## config.mk

```make
export PLATFORM = sky130hd
export DESIGN_NAME = bt_cmd_parser
export DESIGN_NICKNAME = d
export VERILOG_FILES = /design/src/rtl/bt_cmd_parser.sv
export SDC_FILE = /design/constraint.sdc
export NUM_CORES = 1
export LEC_CHECK = 0
export CORE_ASPECT_RATIO = 0.6
export CORE_UTILIZATION = 51
export DETAILED_ROUTE_END_ITERATION = 8
export HOLD_SLACK_MARGIN = 0.05
export PLACE_DENSITY = 0.75
export SYNTH_ARGS = -nofsm -noshare
export SYNTH_HDL_FRONTEND = slang
export SYNTH_SLANG_ARGS = --single-unit
```

## constraint.sdc

```tcl
create_clock -name clk -period 2.65 [get_ports clk]
set_input_delay 0.265 -clock clk [delete_from_list [all_inputs] [get_ports clk]]
set_output_delay 0.265 -clock clk [all_outputs]
set_load 0.02 [all_outputs]
```

## src/rtl/bt_cmd_parser.sv

```systemverilog
// bt_cmd_parser: parses framed Bluetooth/UART commands for the game core.
// Frame: HEADER, TYPE, ROW, COL, VAL[, CHK]. Validated commands are held on
// cmd_* until handshaken with cmd_ready; rejected frames raise err_pulse.
// Optional feature: define BT_CMD_CHECKSUM_EN to add the trailing XOR
// checksum byte (6-byte frame, err_code 3 possible).
module bt_cmd_parser #(
  parameter logic [7:0]  HEADER      = 8'hA5,
  parameter int unsigned TIMEOUT_CYC = 2000000
) (
  input  logic       clk,
  input  logic       rst,
  input  logic [7:0] rx_data,
  input  logic       rx_en,
  input  logic       cmd_ready,
  output logic       cmd_valid,
  output logic [1:0] cmd_type,
  output logic [3:0] cmd_row,
  output logic [3:0] cmd_col,
  output logic [3:0] cmd_val,
  output logic       err_pulse,
  output logic [2:0] err_code
);

  localparam logic [2:0] IDLE   = 3'd0;
  localparam logic [2:0] S_TYPE = 3'd1;
  localparam logic [2:0] S_ROW  = 3'd2;
  localparam logic [2:0] S_COL  = 3'd3;
  localparam logic [2:0] S_VAL  = 3'd4;
`ifdef BT_CMD_CHECKSUM_EN
  localparam logic [2:0] S_CHK  = 3'd5;
  localparam logic [2:0] LAST_ST = S_CHK;
`else
  localparam logic [2:0] LAST_ST = S_VAL;
`endif
  localparam logic [2:0] HOLD   = 3'd6;

  localparam logic [2:0] ERR_NONE  = 3'd0;
  localparam logic [2:0] ERR_TYPE  = 3'd1;
  localparam logic [2:0] ERR_RANGE = 3'd2;
`ifdef BT_CMD_CHECKSUM_EN
  localparam logic [2:0] ERR_CHK   = 3'd3;
`endif
  localparam logic [2:0] ERR_TMO   = 3'd4;
  localparam logic [2:0] ERR_OVR   = 3'd5;

  localparam logic [7:0] T_PLACE   = 8'd1;
  localparam logic [7:0] T_CLEAR   = 8'd2;
  localparam logic [7:0] T_NEWGAME = 8'd3;

  localparam int unsigned CW = (TIMEOUT_CYC > 2) ? $clog2(TIMEOUT_CYC) : 1;
  localparam logic [CW-1:0] TMO_LAST = CW'(TIMEOUT_CYC - 1);

  logic [2:0]    state_q, state_d;
  logic [7:0]    type_q, type_d;
  logic [7:0]    row_q, row_d;
  logic [7:0]    col_q, col_d;
`ifdef BT_CMD_CHECKSUM_EN
  logic [7:0]    val_q, val_d;
`endif
  logic          cmd_valid_q, cmd_valid_d;
  logic [1:0]    cmd_type_q, cmd_type_d;
  logic [3:0]    cmd_row_q, cmd_row_d;
  logic [3:0]    cmd_col_q, cmd_col_d;
  logic [3:0]    cmd_val_q, cmd_val_d;
  logic          err_pulse_q, err_pulse_d;
  logic [2:0]    err_code_q, err_code_d;
  logic [CW-1:0] cnt_q, cnt_d;

  logic          last_byte;
  logic          active;
  logic [7:0]    fin_val;
  logic [2:0]    fin_err;
  logic [CW-1:0] cnt_inc;

  // Full-byte range check: 8'h19 must fail even though its low nibble is 9.
  function automatic logic in_rng(input logic [7:0] b);
    return (b >= 8'd1) && (b <= 8'd9);
  endfunction

  // Evaluate the frame as if the current byte were its last one.
  always_comb begin
    last_byte = (state_q == LAST_ST);
    active    = (state_q >= S_TYPE) && (state_q <= LAST_ST);
    cnt_inc   = cnt_q + CW'(1);
`ifdef BT_CMD_CHECKSUM_EN
    fin_val   = val_q;
`else
    fin_val   = rx_data;
`endif
    fin_err   = ERR_NONE;
    if ((type_q < T_PLACE) || (type_q > T_NEWGAME)) begin
      fin_err = ERR_TYPE;
    end else if (((type_q == T_PLACE) &&
                  !(in_rng(row_q) && in_rng(col_q) && in_rng(fin_val))) ||
                 ((type_q == T_CLEAR) && !(in_rng(row_q) && in_rng(col_q)))) begin
      fin_err = ERR_RANGE;
    end
`ifdef BT_CMD_CHECKSUM_EN
    else if ((type_q ^ row_q ^ col_q ^ val_q) != rx_data) begin
      fin_err = ERR_CHK;
    end
`endif
  end

  // Frame FSM, command hold register, error reporting and inter-byte timeout.
  always_comb begin
    state_d     = state_q;
    type_d      = type_q;
    row_d       = row_q;
    col_d       = col_q;
`ifdef BT_CMD_CHECKSUM_EN
    val_d       = val_q;
`endif
    cmd_valid_d = cmd_valid_q;
    cmd_type_d  = cmd_type_q;
    cmd_row_d   = cmd_row_q;
    cmd_col_d   = cmd_col_q;
    cmd_val_d   = cmd_val_q;
    err_pulse_d = 1'b0;
    err_code_d  = err_code_q;
    cnt_d       = '0;

    if (state_q == IDLE) begin
      if (rx_en && (rx_data == HEADER)) begin
        state_d = S_TYPE;
      end
    end else if (state_q == HOLD) begin
      if (cmd_valid_q && cmd_ready) begin
        cmd_valid_d = 1'b0;
        state_d     = IDLE;
      end
      if (rx_en) begin
        err_pulse_d = 1'b1;
        err_code_d  = ERR_OVR;
      end
    end else if (active) begin
      // A byte arriving in the timeout cycle takes precedence over the timeout.
      if (rx_en) begin
        if (last_byte) begin
          if (fin_err == ERR_NONE) begin
            state_d     = HOLD;
            cmd_valid_d = 1'b1;
            cmd_type_d  = type_q[1:0];
            cmd_row_d   = '0;
            cmd_col_d   = '0;
            cmd_val_d   = '0;
            if (type_q != T_NEWGAME) begin
              cmd_row_d = row_q[3:0];
              cmd_col_d = col_q[3:0];
            end
            if (type_q == T_PLACE) begin
              cmd_val_d = fin_val[3:0];
            end
          end else begin
            state_d     = IDLE;
            err_pulse_d = 1'b1;
            err_code_d  = fin_err;
          end
        end else begin
          // Data states are consecutive encodings, one step per byte.
          state_d = state_q + 3'd1;
          case (state_q)
            S_TYPE:  type_d = rx_data;
            S_ROW:   row_d  = rx_data;
            S_COL:   col_d  = rx_data;
`ifdef BT_CMD_CHECKSUM_EN
            S_VAL:   val_d  = rx_data;
`endif
            default: ;
          endcase
        end
      end else if (cnt_inc == TMO_LAST) begin
        state_d     = IDLE;
        err_pulse_d = 1'b1;
        err_code_d  = ERR_TMO;
      end else begin
        cnt_d = cnt_inc;
      end
    end else begin
      state_d = IDLE;
    end
  end

  // State registers with synchronous reset; reset discards any partial frame.
  always_ff @(posedge clk) begin
    if (rst) begin
      state_q     <= IDLE;
      type_q      <= '0;
      row_q       <= '0;
      col_q       <= '0;
`ifdef BT_CMD_CHECKSUM_EN
      val_q       <= '0;
`endif
      cmd_valid_q <= 1'b0;
      cmd_type_q  <= '0;
      cmd_row_q   <= '0;
      cmd_col_q   <= '0;
      cmd_val_q   <= '0;
      err_pulse_q <= 1'b0;
      err_code_q  <= '0;
      cnt_q       <= '0;
    end else begin
      state_q     <= state_d;
      type_q      <= type_d;
      row_q       <= row_d;
      col_q       <= col_d;
`ifdef BT_CMD_CHECKSUM_EN
      val_q       <= val_d;
`endif
      cmd_valid_q <= cmd_valid_d;
      cmd_type_q  <= cmd_type_d;
      cmd_row_q   <= cmd_row_d;
      cmd_col_q   <= cmd_col_d;
      cmd_val_q   <= cmd_val_d;
      err_pulse_q <= err_pulse_d;
      err_code_q  <= err_code_d;
      cnt_q       <= cnt_d;
    end
  end

  assign cmd_valid = cmd_valid_q;
  assign cmd_type  = cmd_type_q;
  assign cmd_row   = cmd_row_q;
  assign cmd_col   = cmd_col_q;
  assign cmd_val   = cmd_val_q;
  assign err_pulse = err_pulse_q;
  assign err_code  = err_code_q;

endmodule

```

**Word level (Yosys, flattened, before mapping)**

Index checks and enable logic that the tools add are counted.

- Add/sub/neg operators: 2
- $lt $le $gt $ge: 10
- Equal/unequal tests: 18
- Muxes and demuxes: 34
- Bitwise gates (word level): 4
- Reductions and logical operators: 29

Operators by type and width:

| cell | count |
|---|---|
| $mux 3 | 16 |
| $reduce_and 6->1 | 6 |
| $ge 8x1->1 const B | 3 |
| $le 8x4->1 const B | 3 |
| $add 21x1->21 const B | 1 |
| $eq 21x21->1 const B | 1 |
| $mux 1 | 13 |
| $mux 4 | 3 |
| $logic_and 1x1->1 | 10 |
| $eq 8x1->1 const B | 1 |
| $eq 8x2->1 const B | 1 |
| $eq 8x8->1 const B | 1 |
| $gt 8x2->1 const B | 1 |
| $lt 8x1->1 const B | 1 |
| $ne 8x2->1 const B | 1 |
| $reduce_bool 2->1 | 4 |
| $eq 3x2->1 const B | 2 |
| $eq 3x3->1 const B | 2 |
| $logic_not 3->1 | 2 |
| $ne 3x2->1 const B | 2 |
| $reduce_or 6->1 | 1 |
| $ne 5x2->1 const B | 1 |
| $mux 2 | 2 |
| $ne 2x1->1 const B | 2 |
| 12 further kinds | 17 |

- Register bits after elaboration: 67
- Bits of input ports: 12
- Word-level logic and storage cells: 109

**Depth between registers and ports, before layout**

Gate-level depths: netlist of run 1.

- Depth in word-level cells: 16
- Mapped depth: 10
- Mapped depth without buffers: 9

**Worst setup path before layout of run 1**

No wires, ideal clock.

- Path type: reg2reg
- From: register cnt_q[0]
- To: register err_code_q[0] (netlist: err_code[0])
- Setup time: 0.123 ns
- Arrival: 2.573 ns
- Required time: 2.527 ns
- Setup slack: -0.046 ns
- Stages on the path, launching flop included: 9
- Period minus slack after synthesis: 2.696 ns
- Cells stage by stage: dfxtp_1 -> ha_1 -> nand3_1 -> nor4_2 -> xor2_1 -> or4b_4 -> o21a_4 -> nor2_2 -> mux2_1

- Word-level cells in the longest chain between the ends: 4

RTL lines:

| what | RTL line | RTL |
|---|---|---|
| from (decl) | 67 | `logic [CW-1:0] cnt_q, cnt_d;` |
| from (signal assigned) | 217 | `cnt_q <= cnt_d;` |
| $add 21x1->21 | 84 | `cnt_inc = cnt_q + CW'(1);` |
| $eq 21x21->1 | 172 | `end else if (cnt_inc == TMO_LAST) begin` |
| $ne 3x2->1 (no line) | -- |  |
| $reduce_and 6->1 (no line) | -- |  |
| to (signal assigned) | 216 | `err_code_q <= err_code_d;` |
| to (decl) | 66 | `logic [2:0] err_code_q, err_code_d;` |

Every way passes these cells.
A chain may end at the register's enable or synchronous reset.

**Worst setup path after layout of run 1**

- From: register cnt_q[2]
- To: register err_code_q[0] (netlist: err_code[0])

The elaborated chain is that of the path after synthesis.

==> metrics.md, run 1 <==
| Metric | Value |
|---|---|
| CTS root buffer | clkbuf_8 |
| Max-Cap Viols | 0 |
| HP Class | reg2reg |
| Placed insts | 517 |
| Top FF cell, synth | dfxtp_1 |
| DR WL/cell | 15.41 um |
| Largest net degree at the start of global routing | 50 |
| DRC | 0 |
| Unique masters post-synth | 51 |
| CP cell instances | buf_4 -> or2b_1 -> a21oi_1 -> o2111ai_1 -> or4b_4 -> o21a_4 -> nor2_2 -> mux2_1 |
| Post-Route Utilization | 65.81% |
| Synth area leaders | dfxtp_1 42%, nand2_1 7.3%, a21oi_1 6.2%, nand3_1 5.9%, nor2_1 4.7% |
| First drt pass iteration count | 5 |
| Top cell type's share of synthesized area | 41.57% |
| Fraction of layout instances using a drive strength above 1 | 14.48% |
| Vias in the first global route | 2666 |
| CP Buf/Inv Count | 1 |
| Initial antenna violation count | 0 |
| Synth cell count leaders | 67 x dfxtp_1, 63 x nand2_1, 40 x a21oi_1, 40 x nor2_1, 38 x nand3_1 |
| Clock Path Buffers | 2 |
| H-tree depth | 3 |
| Final Non-Filler Cells | 533 |
| I/O Buffers | 30 |
| Net Count, Synth | 414 |
| Hold Fails Final Rpt | 0 |
| CP endpoint kind | flop |
| Mapped Area | 3227 sq um |
| CTS Buf Count | 9 |
| Crit start category | flop |
| CP required | 2880 ps |
| Ys async rst share | 0% |
| Syn-to-layout area delta | 24.62% |
| Slowest stage delay, CP | 570 ps |
| Critical path's slowest cell | or4b_4 |
| Syn Area/Cell | 8.169 sq um |
| Worst-path fanout max | 6 |
| Ports | 31 |
| Vias per inst | 5.814 |
| Worst-Skew Late Latency | 340 ps |
| Fmax | 391.8 MHz |
| Ant diodes | 0 |
| Synth Register Bits | 67 |
| Final HPWL DP | 5962 um |
| Die X | 104.7 um |
| Post-layout nets | 464 |
| Setup CP Type | reg2reg |
| Post-Synthesis Cells | 395 |
| CTS clk-pin slew, worst paths | 70 ps |
| Pleak | 1.480 nW |
| Post-route ant nets | 0 |
| DRT iter0 DRCs | 325 |
| Synth area leader | dfxtp_1 |
| Sequential fraction of the synthesis area | 41.57% |
| Final Setup Violations | 0 |
| Crit share post-route | 96.32% |
| First-pass GRT wire length | 13360 um |
| Unrepaired setup endpoints after global routing | no |
| Final estimated routing congestion in global placement | 0.9318 |
| Global Route Usage Sum | 25.76% |
| CTS tree | done |
| Vias | 3099 |
| Post-synth EDFFs | 0 |
| Clock sinks | 67 |
| Routed wire length | 8215 um |
| CP arrival | 2790 ps |
| Pwr dens | 493.6 nW/um^2 |
| Worst-Margin Slew | 534.2 ps |
| Worst VDD drop | 325.5 uV |
| Worst path top cell family by delay | simple AND/OR/NAND/NOR gates |
| Die Footprint | 6660 sq um |
| Number of max-slew violations in the final report | 0 |
| Relative slew slack | 64.19% |
| Fill cells | 522 |
| Row Count | 22 |
| Min Tclk post-route | 2553 ps |
| Core ar. | 6111 sq um |
| Synth Warn # | 0 |
| Status | finished clean |
| Die H | 63.62 um |
| Total global routing overflow | 0 |
| Setup Skew | 12.08 ps |
| Count leader, synth | dfxtp_1 |
| Initial Util | 52.81% |
## where the power goes
| part | switching, mW | internal (mW) |
|---|---|---|
| Combinational | 0.0779 | 0.0493 |
| Clock | 0.364 | 0.480 |
| Sequential | 0.00461 | 1.01 |
## flip-flops by register name, summed over array words and instances (netlist names), 3 cells and up
register / flops
cmd_col: 4
cmd_row: 4
cmd_val: 4
cnt_q: 21
col_q: 8
err_code: 3
row_q: 8
state_q: 3
type_q: 8
## cell families after synthesis
kind of cell             Yosys count  share of synthesized area [%]
adder cells (fa/ha/maj)            7                          2.714
AO/OA/AOI/OAI                     71                          13.42
buffers and inverters             24                          3.063
AND/OR/NAND/NOR                  194                          30.05
XOR/XNOR                          20                          5.429
flip-flops                        67                          41.57
multiplexers                      12                          3.761
## cells in the final DEF (no fill, tap or decap), types with 2 or more instances in the layout
| cell | n |
|---|---|
| nand4_1 | 8 |
| nand3_2 | 2 |
| inv_1 | 7 |
| clkbuf_8 | 11 |
| nor3_1 | 5 |
| nor4_4 | 2 |
| nor2_1 | 40 |
| nand3_1 | 36 |
| nor4_1 | 8 |
| o21ai_0 | 14 |
| nand2_1 | 63 |
| ha_1 | 6 |
| buf_4 | 26 |
| mux2i_1 | 10 |
| xnor2_1 | 7 |
| and3_1 | 5 |
| nand2b_1 | 4 |
| and4_1 | 2 |
| clkbuf_1 | 2 |
| xor2_1 | 12 |
| clkdlybuf4s50_1 | 30 |
| o21ai_1 | 2 |
| o32ai_1 | 2 |
| or4_1 | 3 |
| dfxtp_1 | 60 |
| a21oi_1 | 40 |
| dfxtp_2 | 6 |
| nor2b_1 | 4 |
## timing repair
item                                    CTS  global route
buffers inserted                          0             1
pin swaps                                 0             5
endpoints found under the hold margin     0             0
cloned                                    0             0
hold buffers                              0             0
endpoints found under the setup margin   25            25
resized for setup                         2            13
## stage by stage
stage               setup TNS (ps)  cell area, sq um  worst slack (ps)  total power, mW  hold slack (ps)
floorplan                        0              3242             41.91            1.103            401.0
global placement                 0              3762             100.5            1.157            439.9
detailed placement           -1154              3762            -71.57            1.158            443.4
CTS                              0              3963             1.553            1.996            451.2
global route                     0              4021             3.151            2.060            475.1
finish                           0              4021             97.47            1.985            450.1
## worst reg2reg max path, cell delays in order, from the launching register on
cell and delay (ps):
dfxtp_1 420, buf_4 170, or2b_1 250, a21oi_1 130, o2111ai_1 190, or4b_4 570
o21a_4 240, nor2_2 150, mux2_1 330
## routing by layer
metal / wire, um / track usage, % / up-vias
met5: 0 / 0 / -
met4: 104 / 9.155 / 0
met3: 868 / 7.453 / 11
met2: 3119 / 32.04 / 148
met1: 4123 / 40.29 / 1451
li1: - / - / 1489
## final timing paths
path | depth (start not counted) | slack (ps) | to | startpoint
max | 8 | 100 | err_code[0] | cnt_q[2]
min | 2 | 450 | cmd_col[2] | cmd_col[2]
max reg2reg | 8 | 100 | err_code[0] | cnt_q[2]
min reg2reg | 2 | 450 | cmd_col[2] | cmd_col[2]
## final cells by class
type,instances,area [sq um],area share [%]
clock inverters,2,35.03,0.8712
clock buffers,13,158.9,3.951
multi-input cells,304,1848,45.96
inverters,7,26.28,0.6534
flip-flops and latches,67,1353,33.63
well taps,84,105.1,2.614
repair buffers,56,495.5,12.32
(Power assumes the default switching activity.)
==> run 2: changes to the inputs <==
- ABC_AREA: unset -> 0
==> results of run 2 <==
No change in the layout: final DEF, timing and power equal those of run 1.
==> run 3: changes to the inputs <==
- CAP_MARGIN: unset -> 40
- SETUP_SLACK_MARGIN: unset -> 0.02
==> run 3 against run 2 <==
Effect of this change: wire length unchanged; via count about the same; core utilization about the same; die area unchanged; final area about the same; clock skew about the same; maximum frequency increased by 0.59%; clock power increased by 0.6%.
==> metrics.md, run 3 (synthesis gave the netlist of run 1 again) <==
| Metric | Value |
|---|---|
| Pwr dens | 494.3 nW/um^2 |
| Setup CP Type | reg2reg |
| Worst r2r path cells | 7 |
| Worst setup path end | err_code[0] |
| Worst-path fanout max | 6 |
| Reg with most FFs | cnt_q |
| CP endpoint kind | flop |
| Worst-Skew Late Latency | 350 ps |
| Worst reg2reg path startpoint | cnt_q[8] |
| Min Tclk post-route | 2538 ps |
| Post-route ant nets | 0 |
| Number of flip-flops under the largest register name | 21 |
| Ant diodes | 0 |
| CP required | 2890 ps |
| CP arrival | 2780 ps |
| CTS tree | done |
| FF-to-FF setup slack | 110 ps |
| First drt pass iteration count | 5 |
| HP Class | reg2reg |
| Initial Util | 52.81% |
| DRT iter0 DRCs | 322 |
| Die Footprint | 6660 sq um |
| Fraction of layout instances using a drive strength above 1 | 14.92% |
| First-pass GRT wire length | 13500 um |
| Syn-to-layout area delta | 24.70% |
| Place WS | -71.57 ps |
| Clock Path Buffers | 2 |
| Row Count | 22 |
| Crit start category | flop |
| Final estimated routing congestion in global placement | 0.9318 |
| Routed wire length | 8215 um |
| Final instance area | 4024 sq um |
| Max-Cap Viols | 0 |
| Status | finished clean |
| Die X | 104.7 um |
| Vias | 3096 |
| Total global routing overflow | 0 |
| Vias per inst | 5.809 |
| Crit path from | cnt_q[8] |
| Reg2reg end | err_code[0] |
| Number of max-slew violations in the final report | 0 |
| Initial antenna violation count | 0 |
| CTS Buf Count | 9 |
| Final Setup Violations | 0 |
| Worst-Margin Slew | 560.0 ps |
| Unrepaired setup endpoints after global routing | no |
| Vias in the first global route | 2678 |
| Core ar. | 6111 sq um |
| Global Route Usage Sum | 26.05% |
| Fmax | 394.1 MHz |
| H-tree depth | 3 |
| Die H | 63.62 um |
| CTS clk-pin slew, worst paths | 70 ps |
| Crit share post-route | 95.76% |
| Clock sinks | 67 |
| I/O Buffers | 30 |
| Pleak | 1.481 nW |
| Hold Fails Final Rpt | 0 |
| DR WL/cell | 15.41 um |
| Worst Hold Slack | 451.9 ps |
| Final HPWL DP | 5962 um |
| Most frequent cells in the layout | 63 x nand2_1, 58 x dfxtp_1, 40 x a21oi_1, 40 x nor2_1, 36 x nand3_1 |
| Largest net degree at the start of global routing | 50 |
| Area post-placement | 3762 sq um |
| DRC | 0 |
| Commonest non-fill, non-tap cell in the layout | nand2_1 |
| Setup slack after layout | 112.4 ps |
| Setup Skew | 12.49 ps |
| Setup TNS Final | 0 ps |
| Worst VDD drop | 328.2 uV |
| Relative slew slack | 62.46% |
| Ports | 31 |
| CTS root buffer | clkbuf_8 |
| Post-layout nets | 464 |
==> run 3: cell types whose count changed in the layout (fill, tap and decap cells not counted) <==
| cell | previous run | this run |
|---|---|---|
| dfxtp_2 | 6 | 8 |
| dfxtp_1 | 60 | 58 |
==> run 3: cell type report <==
class / count / area [sq um]
clock buffer: 13 / 158.9
sequential: 67 / 1355
inverter: 7 / 26.28
clock inverter: 2 / 35.03
multi-input combinational: 304 / 1848
timing repair buffer: 56 / 495.5
fill: 521 / 2087
tap: 84 / 105.1
==> run 3: where the power goes <==
part	switching [mW]	leakage (nW)	total [mW]	internal, mW
Sequential	0.00462	0.544	1.01	1.01
Combinational	0.0772	0.837	0.127	0.0493
Clock	0.369	0.0995	0.849	0.480
Total	0.451	1.48	1.99	1.54
==> run 3: how the worst min path moves through the flow <==
stage / from / end / slack [ps] / depth (start not counted)
global route: cmd_val[1] / cmd_val[1] / 480 / 2
detailed placement: cmd_col[2] / cmd_col[2] / 440 / 2
CTS: cmd_col[2] / cmd_col[2] / 450 / 2
finish: cmd_col[2] / cmd_col[2] / 450 / 2
floorplan: rx_data[3] / type_q[3] / 400 / 2
global placement: cmd_type[1] / cmd_type[1] / 440 / 2
==> run 3: layer usage <==
metal  GRT usage (%)  vias to the layer above  part of all wire, %
met4           9.155                        0                  1.7
met5               0                        -                    0
met2           32.62                      155                   37
met3           7.143                       19                  9.6
met1           40.87                     1431                   51
li1                -                     1491                    -
==> run 3: repair_timing <==
| item | CTS | global route |
|---|---|---|
| pin swaps | 1 | 4 |
| buffers inserted | 1 | 0 |
| hold buffers | 0 | 0 |
| gates resized for setup | 5 | 12 |
| endpoints found under the setup margin | 25 | 8 |
==> run 3: through the flow <==
| step | instances | power, mW | util (%) |
|---|---|---|---|
| finish | 533 | 1.989 | 65.85 |
| global route | 533 | 2.061 | 65.85 |
| CTS | 533 | 1.997 | 65.15 |
| detailed placement | 517 | 1.158 | 61.57 |
| global placement | 517 | 1.157 | 61.57 |
| floorplan | 395 | 1.103 | - |
==> run 3: worst max-delay path, cell delays in order, from the launching register on <==
cell and delay (ps):
dfxtp_1 490, nand2_1 150, nor3_4 240, mux2i_2 310, or4b_4 510, o21a_4 250
nor2_2 150, mux2_1 320
